### config.mk
export PLATFORM = sky130hd
export DESIGN_NAME = sap_control_sequencer
export DESIGN_NICKNAME = d
export VERILOG_FILES = /design/src/rtl/sap_pkg.sv /design/src/rtl/sap_tstate_counter.sv /design/src/rtl/sap_control_sequencer.sv
export SDC_FILE = /design/constraint.sdc
export NUM_CORES = 1
export LEC_CHECK = 0
export ABC_CLOCK_PERIOD_IN_PS = 2800
export BUFFER_PORTS_ARGS = -buffer_cell sky130_fd_sc_hd__buf_4
export CAP_MARGIN = 10
export CORE_MARGIN = 1.5
export CORE_UTILIZATION = 44
export CTS_CLUSTER_DIAMETER = 150
export DETAILED_ROUTE_END_ITERATION = 16
export HOLD_SLACK_MARGIN = 0.05
export MAX_ROUTING_LAYER = met4
export PLACE_DENSITY = 0.8
export SYNTH_ARGS = -nofsm -noshare
export SYNTH_HDL_FRONTEND = slang
export SYNTH_SLANG_ARGS = --single-unit
export TNS_END_PERCENT = 5
### constraint.sdc
create_clock -name clk -period 2.8 [get_ports clk]
set_input_delay 0.42 -clock clk [delete_from_list [all_inputs] [get_ports clk]]
set_output_delay 0.42 -clock clk [all_outputs]
set_load 0.1 [all_outputs]
### src/rtl/sap_pkg.sv
// Shared SAP-1 definitions: opcodes, ALU select codes and the one-hot T-state encoding.
package sap_pkg;

  localparam logic [3:0] OP_LDA = 4'h0;
  localparam logic [3:0] OP_LDB = 4'h1;
  localparam logic [3:0] OP_ALU = 4'h2;
  localparam logic [3:0] OP_OUT = 4'hE;
  localparam logic [3:0] OP_HLT = 4'hF;

  typedef enum logic [3:0] {
    ALU_ADD   = 4'h0, ALU_SUB   = 4'h1, ALU_AND   = 4'h2, ALU_OR    = 4'h3,
    ALU_XOR   = 4'h4, ALU_NOTA  = 4'h5, ALU_INCA  = 4'h6, ALU_DECA  = 4'h7,
    ALU_SHL   = 4'h8, ALU_SHR   = 4'h9, ALU_ROL   = 4'hA, ALU_ROR   = 4'hB,
    ALU_PASSB = 4'hC, ALU_NEGA  = 4'hD, ALU_SWAPN = 4'hE, ALU_REVA  = 4'hF
  } alu_sel_e;

  // Bits 5:0 double as the externally visible one-hot t_state.
  typedef enum logic [6:0] {
    T1   = 7'b0000001,
    T2   = 7'b0000010,
    T3   = 7'b0000100,
    T4   = 7'b0001000,
    T5   = 7'b0010000,
    T6   = 7'b0100000,
    HALT = 7'b1000000
  } tstate_e;

endpackage

### src/rtl/sap_tstate_counter.sv
// One-hot ring counter T1..T6 with early return to T1 and a terminal HALT state.
module sap_tstate_counter
  import sap_pkg::*;
(
  input  logic    clk,
  input  logic    rst,
  input  logic    adv,
  input  logic    early_ret,
  input  logic    halt_req,
  output tstate_e state
);

  tstate_e state_next;

  always_ff @(posedge clk or posedge rst) begin
    if (rst) state <= T1;
    else     state <= state_next;
  end

  always_comb begin
    state_next = state;
    if (adv) begin
      unique case (state)
        T1:      state_next = T2;
        T2:      state_next = T3;
        T3:      state_next = T4;
        T4:      state_next = halt_req ? HALT : (early_ret ? T1 : T5);
        T5:      state_next = early_ret ? T1 : T6;
        T6:      state_next = T1;
        HALT:    state_next = HALT;
        default: state_next = T1;
      endcase
    end
  end

endmodule

### src/rtl/sap_control_sequencer.sv
// SAP-1 control sequencer: T-state counter plus per-state control-word decode from the IR.
module sap_control_sequencer
  import sap_pkg::*;
#(
  parameter int OPC_W     = 4,
  parameter int ARG_W     = 4,
  parameter int FAST_EXEC = 0
) (
  input  logic                   clk,
  input  logic                   rst,
  input  logic                   run,
  input  logic                   step,
  input  logic [OPC_W+ARG_W-1:0] ir,
  output logic                   ep,
  output logic                   cp,
  output logic                   lm,
  output logic                   ce,
  output logic                   li,
  output logic                   ei,
  output logic                   la,
  output logic                   lb,
  output logic                   eu,
  output logic [ARG_W-1:0]       alu_sel,
  output logic                   ea,
  output logic                   lo,
  output logic                   halted,
  output logic [5:0]             t_state
);

  tstate_e          state;
  logic [OPC_W-1:0] opcode;
  logic [ARG_W-1:0] arg;
  logic             adv;
  logic             act;
  logic             is_ld;
  logic             early_ret;
  logic             halt_req;

  assign opcode  = ir[OPC_W+ARG_W-1 -: OPC_W];
  assign arg     = ir[ARG_W-1:0];
  assign halted  = (state == HALT);
  assign t_state = state[5:0];
  assign adv     = (run | step) & ~halted;
  // Controls are also masked by rst so nothing fires while reset holds the counter at T1.
  assign act     = adv & ~rst;
  assign is_ld   = (opcode == OPC_W'(OP_LDA)) || (opcode == OPC_W'(OP_LDB));

  always_comb begin
    halt_req  = (state == T4) && (opcode == OPC_W'(OP_HLT));
    early_ret = (FAST_EXEC != 0) &&
                (((state == T4) && !is_ld) || ((state == T5) && is_ld));
  end

  sap_tstate_counter u_tstate (
    .clk       (clk),
    .rst       (rst),
    .adv       (adv),
    .early_ret (early_ret),
    .halt_req  (halt_req),
    .state     (state)
  );

  always_comb begin
    ep = 1'b0; cp = 1'b0; lm = 1'b0; ce = 1'b0; li = 1'b0; ei = 1'b0;
    la = 1'b0; lb = 1'b0; eu = 1'b0; ea = 1'b0; lo = 1'b0;
    alu_sel = '0;
    if (act) begin
      unique case (state)
        T1: begin ep = 1'b1; lm = 1'b1; end
        T2: cp = 1'b1;
        T3: begin ce = 1'b1; li = 1'b1; end
        T4: begin
          if (is_ld) begin
            ei = 1'b1; lm = 1'b1;
          end else if (opcode == OPC_W'(OP_ALU)) begin
            eu = 1'b1; la = 1'b1; alu_sel = arg;
          end else if (opcode == OPC_W'(OP_OUT)) begin
            ea = 1'b1; lo = 1'b1;
          end
        end
        T5: begin
          if (opcode == OPC_W'(OP_LDA)) begin
            ce = 1'b1; la = 1'b1;
          end else if (opcode == OPC_W'(OP_LDB)) begin
            ce = 1'b1; lb = 1'b1;
          end
        end
        default: ;
      endcase
    end
  end

endmodule

==> results.cfg <==
[placed_design]
post-place-ws_ns = 0.187
dp_hpwl_um = 1470
place_congestion = 0.832
dpl-instance-area_um2 = 983
numPortBuffers = 33

[power_and_ir_drop]
intPower_mw = 0.345
peakVddDrop_v = 0.000512
clockPowerShare_pct = 11.6
switching_share_pct = 60.6
p_seq_share_pct = 21.1
powerDensity_mw_per_mm2 = 782
combinationalPowerShare_pct = 67.3
p_switching_mw = 0.531
leakage_nw = 0.532

[routing]
vias_per_cell = 6.08
drtPass1Iterations = 4
wl_per_cell_um = 16.1
ant_nets = 0
drtIter0Drc = 19
drc = 0
via_count = 790
wl_um = 2100

[die]
ios = 34
die-area_mm2 = 0.00184
rows = 14
die_h_um = 42.9
die_x_um = 42.9
coreArea_mm2 = 0.00149
start_util_pct = 47.0

[clocking]
clk_pin_slew_ns = 0.07
cts_tree = yes
clk-insertion-delay-late_ns = 0.28
numClockSinks = 7
cts_hold_buf = 0
clockBufferDepth = 2
cts_inserted_buffers = 3
htreeDepth = 1
root_buffer = clkbuf_4

[timing]
skew_ns = 0.0130
setup_tns_ns = 0
fin_crit_sh_pct = 99.4
finalSetupViolations = 0
period_minus_slack_ns = 2.78
fmax_ghz = 0.359
final_max_slew_viol_count = 0
setup_slack_ns = 0.0176
relSlewSlack_pct = 55.6
rsz0062_at_grt = true
hold_violations = 0
tightest_slew_ns = 0.664

[run_status]
status = completed

[yosys]
synthesis.nets = 97
ys_ff_latch = 7
yosysWarningCount = 0
ys_seq_area_share_pct = 25.2
ys.flop_type = dfrtp_1
ys_types = 35
synth_area_um2 = 699
synthArstFlopShare_pct = 100
synth_area_leaders = dfrtp_1 21%, buf_4 7.5%, nor3_2 5.7%
yosysTopAreaCell = dfrtp_1
synth_cells = 85
yosysTopAreaCellShare_pct = 21.5
synth_common_cells = 7 x buf_4, 7 x inv_1, 7 x nor2_1
synth_enable_flop_cells = 0
avgSynthCellArea_um2 = 8.23

[layout]
nFillCells = 100
reg_top3 = u_tstate.state x7
multi_input_area_um2 = 494
largest_reg_flops = 7
nets = 127
antennaDiodeCount = 0
seqCellArea_um2 = 176
syn2layout_area_growth_pct = 60.1
fin_area_mm2 = 0.00112
regMostFlops = u_tstate.state
layout-drive-gt1-share_pct = 50.9

[worst_setup_path]
required_ns = 2.38
worstSetupStartpointType = register
arrival_ns = 2.36
end_kind = primary output
critical_path.max_fanout = 7
path_class = register to primary output

[global_route]
grt_usage_pct = 23.7
grt_max_degree = 16
grt_pass1_wl_um = 3190
antenna_found_initial = 0
grt_pass1_vias = 717
globalRouteOverflowTotal = 0

[min_path]
min_path_type = primary input to async pin

[flow_run]
drv_cap = 0
[through the flow]
stage	hold slack, ns	utilization [%]	power [mW]	std cells
3_5_place_dp	0.403	66.1	0.738	125
6_report	0.0992	75.2	0.875	130
4_1_cts	0.115	70.5	0.852	129
3_3_place_gp	0.401	66.1	0.730	125
5_1_grt	0.120	75.2	0.911	130
2_1_floorplan	0.223	-	0.675	85
[final cells by class]
| class | instances | share of cell area (%) |
|---|---|---|
| sequential | 7 | 15.8 |
| multi-input combinational | 58 | 44.1 |
| clock buffer | 3 | 2.01 |
| clock inverter | 1 | 0.447 |
| timing repair buffer | 38 | 33.5 |
| tap | 16 | 1.79 |
| inverter | 7 | 2.35 |
[worst max-delay path, stage by stage, from the launching register on]
cell     delay (ns)
dfrtp_1        0.39
or4_4          0.61
or4_4          0.63
nor3_4         0.24
buf_12         0.21
[routing by layer]
layer	part of all wire, %	track usage, %	vias to the layer above
met5	0	-	-
met4	2.0	7.50	0
met3	6.3	6.38	5
met2	51	41.2	38
met1	40	26.1	374
li1	-	-	373
[placed cells by master (no fill, tap or decap), types with 2 or more instances in the layout]
master / count
buf_4: 28
inv_1: 7
nor2_1: 6
nand2b_1: 2
nand2_1: 4
nor4_1: 5
dfrtp_1: 6
buf_12: 6
clkbuf_4: 3
o21ai_1: 2
nor3_1: 3
nand4_1: 3
or4_4: 2
nor3_4: 5
buf_6: 4
nand3_1: 2
[worst paths after layout]
kind | slack (ns) | cells after the start | endpoint | start
hold / removal | 0.1 | 2 | u_tstate.state[3]$_DFFE_PP0P_ | rst
setup / recovery | 0.02 | 4 | alu_sel[1] | u_tstate.state[4]$_DFFE_PP0P_
min in group clk | 0.47 | 3 | u_tstate.state[0]$_DFFE_PP1P_ | run
setup reg to reg | 1.08 | 4 | u_tstate.state[6]$_DFFE_PP0P_ | u_tstate.state[4]$_DFFE_PP0P_
hold reg to reg | 0.61 | 2 | u_tstate.state[5]$_DFFE_PP0P_ | u_tstate.state[5]$_DFFE_PP0P_
max in group asynchronous | 2.43 | 2 | u_tstate.state[0]$_DFFE_PP1P_ | rst
[power groups by stage]
| stage | combinational [mW] | clock (mW) | sequential [mW] |
|---|---|---|---|
| finish | 0.589 | 0.102 | 0.185 |
| global route | 0.613 | 0.107 | 0.191 |
| CTS | 0.570 | 0.0994 | 0.183 |
| detailed placement | 0.554 | 0 | 0.184 |
| global placement | 0.546 | 0 | 0.183 |
| floorplan | 0.520 | 0 | 0.155 |
[timing repair]
action | 4_1_cts | 5_1_grt
endpoints found under the setup margin | 10 | 7
pin swaps | 2 | 3
buffers inserted | 0 | 1
resized for setup | 10 | 14
[kinds of logic after synthesis]
| logic type | after synthesis | share of synthesized area, % |
|---|---|---|
| DFF | 7 | 25.2 |
| AOI/OAI and AO/OA | 14 | 16.1 |
| muxes | 1 | 1.61 |
| and+or+nand+nor | 42 | 38.1 |
| xor gates and xnor gates | 1 | 1.25 |
| buffers and inverters | 20 | 17.7 |
Note: power is estimated with default switching activity, not from simulation.
